--- config.mk ---
export PLATFORM = sky130hd
export DESIGN_NAME = seg7_scan_driver
export DESIGN_NICKNAME = d
export VERILOG_FILES = /design/src/rtl/seg7_scan_driver.sv
export SDC_FILE = /design/constraint.sdc
export NUM_CORES = 1
export LEC_CHECK = 0
export BUFFER_PORTS_ARGS = -buffer_cell sky130_fd_sc_hd__buf_2
export CAP_MARGIN = 20
export CORE_AREA = 2 2 84 86
export CTS_BUF_LIST = sky130_fd_sc_hd__clkbuf_8
export DETAILED_ROUTE_END_ITERATION = 8
export DIE_AREA = 0 0 86 88
export PLACE_DENSITY = 0.88
export SLEW_MARGIN = 20
export SYNTH_ARGS = -nofsm -noshare
export SYNTH_HDL_FRONTEND = slang
export SYNTH_SLANG_ARGS = --single-unit
--- constraint.sdc ---
create_clock -name CLK -period 5.28 [get_ports CLK]
set_input_delay 0.264 -clock CLK [delete_from_list [all_inputs] [get_ports CLK]]
set_output_delay 0.264 -clock CLK [all_outputs]
set_load 0.1 [all_outputs]
--- src/rtl/seg7_scan_driver.sv ---
// Multiplexed 7-segment scan driver with a prescaler, PWM brightness per digit slot,
// and double-buffered digit data that only changes at a frame boundary.
module seg7_scan_driver #(
  parameter int NUM_DIGITS = 4,
  parameter int DIV_W      = 16,
  parameter int BRIGHT_W   = 3
) (
  input  logic                    CLK,
  input  logic                    RST_N,
  input  logic [DIV_W-1:0]        div_period,
  input  logic [BRIGHT_W-1:0]     brightness,
  input  logic [4*NUM_DIGITS-1:0] digits,
  input  logic [NUM_DIGITS-1:0]   dp_in,
  input  logic [NUM_DIGITS-1:0]   blank,
  input  logic                    load,
  output logic [6:0]              SegOut,
  output logic                    DpOut,
  output logic [NUM_DIGITS-1:0]   AnOut,
  output logic                    frame_done
);

  localparam int IDX_W = (NUM_DIGITS > 1) ? $clog2(NUM_DIGITS) : 1;
  localparam logic [IDX_W-1:0] LAST_IDX = IDX_W'(NUM_DIGITS - 1);

  function automatic logic [6:0] hex2seg(input logic [3:0] h);
    case (h)
      4'h0: hex2seg = 7'b1000000;
      4'h1: hex2seg = 7'b1111001;
      4'h2: hex2seg = 7'b0100100;
      4'h3: hex2seg = 7'b0110000;
      4'h4: hex2seg = 7'b0011001;
      4'h5: hex2seg = 7'b0010010;
      4'h6: hex2seg = 7'b0000010;
      4'h7: hex2seg = 7'b1111000;
      4'h8: hex2seg = 7'b0000000;
      4'h9: hex2seg = 7'b0010000;
      4'hA: hex2seg = 7'b0001000;
      4'hB: hex2seg = 7'b0000011;
      4'hC: hex2seg = 7'b1000110;
      4'hD: hex2seg = 7'b0100001;
      4'hE: hex2seg = 7'b0000110;
      default: hex2seg = 7'b0001110;
    endcase
  endfunction

  logic [DIV_W-1:0]                presc_q, presc_d;
  logic [BRIGHT_W-1:0]             slot_q, slot_d;
  logic [IDX_W-1:0]                idx_q, idx_d;
  logic                            pend_flag_q, pend_flag_d;
  logic [NUM_DIGITS-1:0][3:0]      pend_dig_q, pend_dig_d, disp_dig_q, disp_dig_d;
  logic [NUM_DIGITS-1:0]           pend_dp_q, pend_dp_d, disp_dp_q, disp_dp_d;
  logic [NUM_DIGITS-1:0]           pend_blank_q, pend_blank_d, disp_blank_q, disp_blank_d;
  logic [6:0]                      seg_q, seg_d;
  logic                            dp_q, dp_d;
  logic [NUM_DIGITS-1:0]           an_q, an_d;
  logic                            frame_done_q, frame_done_d;

  logic                            tick, slot_wrap, frame_wrap, an_on;
  logic [NUM_DIGITS-1:0]           an_sel;

  // One select line per digit; at most one can be high since idx_q is a single index.
  for (genvar i = 0; i < NUM_DIGITS; i++) begin : g_an
    assign an_sel[i] = an_on && (idx_q == IDX_W'(i));
  end

  always_comb begin
    tick       = (presc_q >= div_period);
    presc_d    = tick ? '0 : presc_q + 1'b1;
    slot_wrap  = tick && (slot_q == '1);
    slot_d     = tick ? slot_q + 1'b1 : slot_q;
    frame_wrap = slot_wrap && (idx_q == LAST_IDX);
    idx_d      = idx_q;
    if (slot_wrap) idx_d = frame_wrap ? '0 : idx_q + 1'b1;
    frame_done_d = frame_wrap;

    pend_dig_d   = pend_dig_q;
    pend_dp_d    = pend_dp_q;
    pend_blank_d = pend_blank_q;
    if (load) begin
      pend_dig_d   = digits;
      pend_dp_d    = dp_in;
      pend_blank_d = blank;
    end
    // A load in the boundary cycle wins: the flag stays set for the next frame.
    pend_flag_d = load ? 1'b1 : (frame_wrap ? 1'b0 : pend_flag_q);

    disp_dig_d   = disp_dig_q;
    disp_dp_d    = disp_dp_q;
    disp_blank_d = disp_blank_q;
    if (frame_wrap && pend_flag_q) begin
      disp_dig_d   = pend_dig_q;
      disp_dp_d    = pend_dp_q;
      disp_blank_d = pend_blank_q;
    end

    an_on = (slot_q <= brightness) && !disp_blank_q[idx_q];
    an_d  = ~an_sel;
    seg_d = 7'h7F;
    dp_d  = 1'b1;
    if (an_on) begin
      seg_d = hex2seg(disp_dig_q[idx_q]);
      dp_d  = ~disp_dp_q[idx_q];
    end
  end

  always_ff @(posedge CLK or negedge RST_N) begin
    if (!RST_N) begin
      presc_q      <= '0;
      slot_q       <= '0;
      idx_q        <= '0;
      pend_flag_q  <= 1'b0;
      pend_dig_q   <= '0;
      pend_dp_q    <= '0;
      pend_blank_q <= '0;
      disp_dig_q   <= '0;
      disp_dp_q    <= '0;
      disp_blank_q <= '1;
      seg_q        <= 7'h7F;
      dp_q         <= 1'b1;
      an_q         <= '1;
      frame_done_q <= 1'b0;
    end else begin
      presc_q      <= presc_d;
      slot_q       <= slot_d;
      idx_q        <= idx_d;
      pend_flag_q  <= pend_flag_d;
      pend_dig_q   <= pend_dig_d;
      pend_dp_q    <= pend_dp_d;
      pend_blank_q <= pend_blank_d;
      disp_dig_q   <= disp_dig_d;
      disp_dp_q    <= disp_dp_d;
      disp_blank_q <= disp_blank_d;
      seg_q        <= seg_d;
      dp_q         <= dp_d;
      an_q         <= an_d;
      frame_done_q <= frame_done_d;
    end
  end

  assign SegOut     = seg_q;
  assign DpOut      = dp_q;
  assign AnOut      = an_q;
  assign frame_done = frame_done_q;

endmodule
# After elaboration in Yosys (flattened, before gate mapping)
# Memories as Yosys holds them, arrays and structs flattened.
# Index checks and enable logic that the tools add are counted.
[op_classes]
n_bitwise = 2
order_cmp = 3
n_eq_ne = 4
muxes = 12
reduce_logical = 11
addsub = 3
[op_table]
columns = ["cell", "count"]
rows = [
  ["$add A16 B1 Y16 const B", 1],
  ["$ge A16 B16 Y1", 1],
  ["$mux W16", 1],
  ["$bmux W4 S2", 1],
  ["$logic_and A1 B1 Y1", 8],
  ["$mux W7", 1],
  ["$mux W1", 5],
  ["$bmux W1 S2", 2],
  ["$eq A2 B2 Y1 const B", 2],
  ["$mux W4", 1],
  ["$not A4 Y4", 1],
  ["$add A3 B1 Y3 const B", 1],
  ["$eq A3 B3 Y1 const B", 1],
  ["$le A3 B3 Y1", 1],
  ["$lt A2 B3 Y1 const B", 1],
  ["$add A2 B1 Y2 const B", 1],
  ["$eq A2 B1 Y1 const B", 1],
  ["$logic_not A2 Y1", 1],
  ["$mux W2", 1],
  ["$reduce_bool A2 Y1", 1],
  ["$logic_not A1 Y1", 1],
  ["$not A1 Y1", 1],
]
[totals]
mem_bits_ro = 112
regBits = 83
inputBits = 46
elab_cells = 56
out_inout_bits = 13
n_memories = 1
[memory_table]
columns = ["memory", "depth", "word_bits", "read_ports", "rd_clocked_by_memory_dff", "write_ports", "line", "text"]
rows = [
  ["(no name shown)", 16, 7, 1, 0, 0, "26", "case (h)"],
]

# Depth between registers and ports, before layout
# Gate-level depths: netlist (run 1).
[logic_depth]
depth_word = 6
depth_mapped = 9
depth_no_buf = 8

# Worst setup path after synthesis (run 1)
# No wires, ideal clock.
[synth_timing]
path_kind = "flip-flop to flip-flop"
from = "reg presc_q[2]"
to = "reg disp_dig_q[0] in the netlist's numbering"
setup_slack_ns = 2.985
required_ns = 5.155
path_buffers = 1
stages_incl_launch_ff = 9
t_arrival_ns = 2.170
period_less_slack_ns = 2.295
path_cell_list = "dfrtp_1 -> ha_1 -> a211o_1 -> a31oi_1 -> o221ai_1 -> a211o_2 -> nand4_4 -> buf_6 -> mux2_4"
[synth_between]
elab_chain_len = 4
[synth_rtl]
columns = ["item", "line", "text"]
rows = [
  ["start, declared", "46", "logic [DIV_W-1:0] presc_q, presc_d;"],
  ["start signal, assigned", "123", "presc_q <= presc_d;"],
  ["$ge A16 B16 Y1", "67", "tick = (presc_q >= div_period);"],
  ["$logic_and A1 B1 Y1", "69", "slot_wrap = tick && (slot_q == '1);"],
  ["$logic_and A1 B1 Y1", "71", "frame_wrap = slot_wrap && (idx_q == LAST_IDX);"],
  ["$logic_and A1 B1 Y1", "90", "if (frame_wrap && pend_flag_q) begin"],
  ["end signal, assigned", "130", "disp_dig_q <= disp_dig_d;"],
  ["end, declared", "50", "logic [NUM_DIGITS-1:0][3:0] pend_dig_q, pend_dig_d, disp_dig_q, disp_dig_d;"],
]
# Every way passes these cells.
# A chain may end at the register's enable or synchronous reset.

# Worst setup path in the final report (run 1)
[layout_timing]
from = "reg presc_q[5]"
to = "reg disp_dig_q[10] in the netlist's numbering"
# Same word-level chain as after synthesis.

==> results of run 1 <==
kinds of logic after synthesis:
kind of cell	after synthesis
compound gates	32
xor+xnor	13
fa+ha+maj	32
buf+inv	41
flops	83
mux	60
simple gates	65
metal layers:
layer / GRT usage, % / wire (um) / vias up
li1: - / - / 1244
met1: 26.3 / 3170 / 1279
met2: 38.0 / 3660 / 61
met3: 3.11 / 270 / 13
met4: 11.7 / 177 / 0
met5: 0 / 0 / -
state kept, by name (all words and copies together) (netlist names):
name / flops
pend_dp_q: 4
slot_q: 3
idx_q: 2
AnOut: 4
DpOut: 1
pend_blank_q: 4
presc_q: 16
disp_dig_q: 16
pend_flag_q: 1
frame_done: 1
disp_blank_q: 4
SegOut: 7
pend_dig_q: 16
disp_dp_q: 4
critical path, delay by kind of cell, from the launching register on:
kind	cells	cell delay, ps
simple gates	3	940
compound gates	2	630
mux	1	490
flops	1	430
fa+ha+maj	1	320
cells in the final DEF (no fill, tap or decap), types with 11 or more instances in the layout:
cell,instances
ha_1,32
mux2_4,20
dfrtp_1,67
buf_2,57
a21oi_1,11
nand2_1,18
dfstp_2,16
inv_1,34
nor2_1,20
mux2_2,32
power by group:
| group | switching [mW] | internal, mW | total, mW |
|---|---|---|---|
| clock network | 0.215 | 0.176 | 0.391 |
| logic | 0.127 | 0.0843 | 0.211 |
| registers | 0.0449 | 0.690 | 0.735 |
synthesized netlist by cell type (3+ instances only):
master | number | area share (%)
a21oi_1 | 11 | 1.3
and3_1 | 4 | 0.61
buf_2 | 4 | 0.49
clkbuf_1 | 5 | 0.46
dfrtp_1 | 67 | 41
dfstp_2 | 16 | 10
ha_1 | 32 | 9.7
inv_1 | 30 | 2.7
mux2_2 | 32 | 8.7
mux2_4 | 20 | 7.3
mux4_2 | 6 | 3.3
nand2_1 | 18 | 1.6
nand2b_1 | 3 | 0.46
nand3_1 | 10 | 1.2
nand4_1 | 4 | 0.61
nor2_1 | 20 | 1.8
o211ai_1 | 3 | 0.55
o21ai_0 | 5 | 0.61
o221ai_1 | 4 | 0.85
or3_1 | 3 | 0.46
xnor2_1 | 3 | 0.64
xor2_1 | 10 | 2.1
worst min-delay path by stage:
| stage | end | from | depth (start not counted) |
|---|---|---|---|
| after floorplan | disp_dig_q[0] | RST_N | 0 |
| after global placement | presc_q[5] | RST_N | 1 |
| after detailed placement | presc_q[8] | RST_N | 1 |
| after CTS | presc_q[7] | RST_N | 1 |
| after global routing | pend_blank_q[1] | blank[1] | 2 |
| final | pend_blank_q[2] | blank[2] | 2 |
per-stage QoR:
step           setup slack (ps)  total power [mW]  instances  cell area [um^2]  hold WS [ps]
5_1_grt                    2220              1.40        470              4630           123
6_report                   2350              1.34        470              4630           129
3_5_place_dp               2380             0.957        453              4450           486
3_3_place_gp               2470             0.942        453              4450           481
4_1_cts                    2360              1.34        469              4620           100
2_1_floorplan              2980             0.889        326              4120         -31.6
area by class of cell:
type | count | area (um^2) | area share, %
inverter | 30 | 113 | 2.43
timing repair buffer | 59 | 307 | 6.62
tap | 80 | 100 | 2.16
clock buffer | 10 | 138 | 2.97
sequential | 83 | 2100 | 45.3
clock inverter | 6 | 27.5 | 0.594
multi-input combinational | 202 | 1850 | 40.0
==> metrics, run 1 <==
status=finished clean; actual slew at the worst max-slew pin=784 ps; crit path from=presc_q[5]; Die X-Extent=86 um; layout cells sized above 1=37.9%; dpl hpwl=5.21 mm; XOR/XNOR Fraction of Synth Area=2.76%; CTS sink cnt=83; crit start category=flop; # setup viols final=0; WP data required=5520 ps; CP max stage cell=nand4_4; clk buf depth=2; global route overflow=0; initial antenna violation count=0; Seq/Total Area, Yosys=50.9%; num rows=30; # resized after CTS=0; Max transition margin=47.5%; crit path cell chain=ha_1 -> nand2_1 -> or3_1 -> o221ai_1 -> a211o_2 -> nand4_4 -> mux2_4; fmax=0.341 GHz; Clk Latency, worst-skew pair=360 ps; drt total wl=7.28 mm; Synth Area in Compound Gates=5.01%; WP data arrival=3170 ps; slowest stage delay, CP=550 ps; final period utilization=55.5%; IO buf count=58; mux contribution to synthesized area=19.8%; root buffer cell=clkbuf_8; Max Cap Viol=0; RSZ-0062 raised after global routing=no; cell count after synthesis=326; Max FO, Critical Path=24; post-CTS setup buffers=0; Synth Area in Adders=9.71%; pin count of the biggest net entering global routing=84; Fillers=455; Worst Skew=8.24 ps; Worst R2R Start=presc_q[5]; Net count, final=463; TritonCTS buffer count=9; count of final max-slew check failures=0; ant diodes=0; Vias/cell=5.53; Synth Area in Simple Gates=7.62%; Vias=2597; all-layer global routing usage=21.8%; GP Congestion=0.798; #FFs+latches synth=83; Ys Warns=0; Worst Setup End Kind=flop; crit path kind=reg2reg; CTS clk-pin slew, worst paths=80 ps; vias in the first global route=2760; largest family of logic cells by synthesized area=multiplexers; Core ar.=6640 um^2; Setup TNS=0 ps; DRC=0; syn nets=404; Initial DRT Pass Iterations=4; reg2reg setup slack=2350 ps; Hold Crit Class=in2reg; Layout area overhead=12.4%; Post-synth EDFFs=0; fin crit period=2930 ps; die area=7570 um^2; Async SR Flop Fraction=100%; Routed Antenna Nets=0; I/O pin count=59; 1st-iter DRT viols=65; Syn Area/Cell=12.6 um^2; end of the critical path=disp_dig_q[10]; Pwr per Cell Area=289 nW/um^2; CTS Hold Bufs=0; CTS tree=done; LEAKAGE=2.34 nW; R2R depth=7; first-pass GRT wire length=12.5 mm; Syn Std Cell Area=4120 um^2; H-tree levels=3; WL/cell=15.5 um; Unique masters post-synth=34; Die H=88 um; final hold vios=0; Max IR drop VDD=197 uV; Initial Util=62.0%; ys flop type=dfrtp_1; Worst R2R End=disp_dig_q[10]; Util after Layout=69.7%
Note: power is estimated with default switching activity, not from simulation.
==> run 2, diff against run 1 <==
Settings changed: CORE_AREA 2 2 84 86 to 2 2 87 89, DIE_AREA 0 0 86 88 to 0 0 89 91, PLACE_DENSITY 0.88 to 0.83.
Clock period 5.28 ns to 2.9 ns, I/O delays scaled along.
==> run 2 against run 1 <==
  * Non-clock buffer count rose by 10
  * Maximum frequency rose by 11%
  * Combinational power increased by 87%
  * Setup slack worse by 2100 ps
  * Critical path depth unchanged
  * Critical endpoint is now disp_dig_q[12]
  * Largest power group unchanged
  * First-iteration DRC count is 140% higher
  * Power grew 110%
==> metrics, run 2 (synthesis gave the netlist of run 1 again) <==
status=finished clean; Die X-Extent=89 um; all-layer global routing usage=20.2%; CTS tree=done; WP data required=3150 ps; Design Power=2.74 mW; die area=8100 um^2; largest registers=disp_dig_q (16), pend_dig_q (16), presc_q (16); IO buf count=58; Net count, final=473; I/O pin count=59; crit path cell chain=ha_1 -> nand2_1 -> or3_1 -> o221ai_1 -> a211o_2 -> nand4_4 -> mux2_4; RSZ-0062 raised after global routing=no; crit path kind=reg2reg; Worst Skew=7.09 ps; # setup viols final=0; 1st-iter DRT viols=153; root buffer cell=clkbuf_8; Max transition margin=52.9%; GP Congestion=0.805; Vias=2632; count of final max-slew check failures=0; initial antenna violation count=0; final period utilization=91.2%; DRC=0; Max IR drop VDD=535 uV; CTS sink cnt=83; dpl hpwl=5.06 mm; Core ar.=7140 um^2; commonest non-fill, non-tap cell in the layout=dfrtp_1; CP max stage cell=nand4_4; Place WS=268 ps; layout cells sized above 1=38.5%; Initial DRT Pass Iterations=4; WP data arrival=2890 ps; Clk Latency, worst-skew pair=360 ps; Setup TNS=0 ps; LEAKAGE=2.40 nW; pin count of the biggest net entering global routing=84; crit start category=flop; Worst Setup End Kind=flop; Layout area overhead=17.2%; Bufs and invs on worst path=0; H-tree levels=3; Hold Crit Class=in2reg; Initial Util=57.7%; TritonCTS buffer count=9; global route overflow=0; drt total wl=7.25 mm; fin crit period=2640 ps; num rows=31; fmax=0.378 GHz; vias in the first global route=2755; slowest stage delay, CP=480 ps; actual slew at the worst max-slew pin=707 ps; first-pass GRT wire length=12.5 mm; cell family with most CP delay=simple AND/OR/NAND/NOR gates; Max FO, Critical Path=24; clk buf depth=2; Max Cap Viol=0; Routed Antenna Nets=0; Fillers=531; ant diodes=0; Vias/cell=5.27; WL/cell=14.5 um; most frequent cells in the layout=dfrtp_1, buf_2, mux2_2, ha_1, inv_1; Die H=91 um; Worst Setup Slack, final=256 ps; final hold vios=0; Pwr per Cell Area=568 nW/um^2; CTS clk-pin slew, worst paths=80 ps
[run 2: changes by cell type in the layout (fill, tap and decap cells not counted), moves of 2 or more]
| cell | delta |
|---|---|
| buf_4 | +2 |
| inv_6 | +2 |
| bufinv_16 | +3 |
| dlygate4sd3_1 | +8 |
| inv_1 | -4 |
[run 2: report_power, final]
| part | internal (mW) | switching, mW | leakage, nW |
|---|---|---|---|
| Sequential | 1.26 | 0.0801 | 1.03 |
| Combinational | 0.162 | 0.232 | 1.25 |
| Clock | 0.577 | 0.437 | 0.116 |
[run 2: what timing repair did]
action,CTS,global route
setup buffers,0,0
hold endpoints to repair,61,8
hold buffers,1,8
gates resized for setup,0,0
[run 2: final timing paths]
| check | startpoint | depth (start not counted) | endpoint | slack (ps) |
|---|---|---|---|---|
| min reg2reg | pend_dp_q[2] | 1 | disp_dp_q[2] | 510 |
| max | presc_q[5] | 7 | disp_dig_q[12] | 260 |
| max in group asynchronous | RST_N | 2 | frame_done | 2040 |
| max reg2reg | presc_q[5] | 7 | disp_dig_q[12] | 260 |
| min | digits[13] | 2 | pend_dig_q[13] | 10 |
| min in group asynchronous | RST_N | 2 | pend_dig_q[0] | 390 |
[run 2: stage by stage]
step	hold slack, ps	cells	utilization, %	cell area, um^2
floorplan	-151	326	-	4120
CTS	1.52	491	66.5	4750
detailed placement	377	474	62.9	4490
finish	11.9	499	67.7	4830
global placement	368	474	62.9	4490
global route	1.08	499	67.7	4830
[run 2: worst register-to-register path, cell delays in order, from the launching register on]
cell and delay, ps:
dfrtp_1 430, ha_1 310, nand2_1 50, or3_1 330
o221ai_1 220, a211o_2 210, nand4_4 480, mux2_4 500
[run 2: cell type report]
| class | instances | area, um^2 | area share [%] |
|---|---|---|---|
| sequential | 83 | 2100 | 43.4 |
| multi-input combinational | 202 | 1850 | 38.3 |
| timing repair buffer | 69 | 402 | 8.31 |
| clock buffer | 9 | 124 | 2.56 |
| tap | 99 | 124 | 2.56 |
| clock inverter | 7 | 123 | 2.54 |
| inverter | 30 | 113 | 2.33 |
[run 2: per-layer routing]
layer	global-route usage (%)	part of all wire [%]	vias to the layer above
li1	-	-	1276
met1	27.7	45	1264
met4	8.08	2.1	0
met3	5.64	5.0	15
met2	30.5	48	77
met5	0	0	-
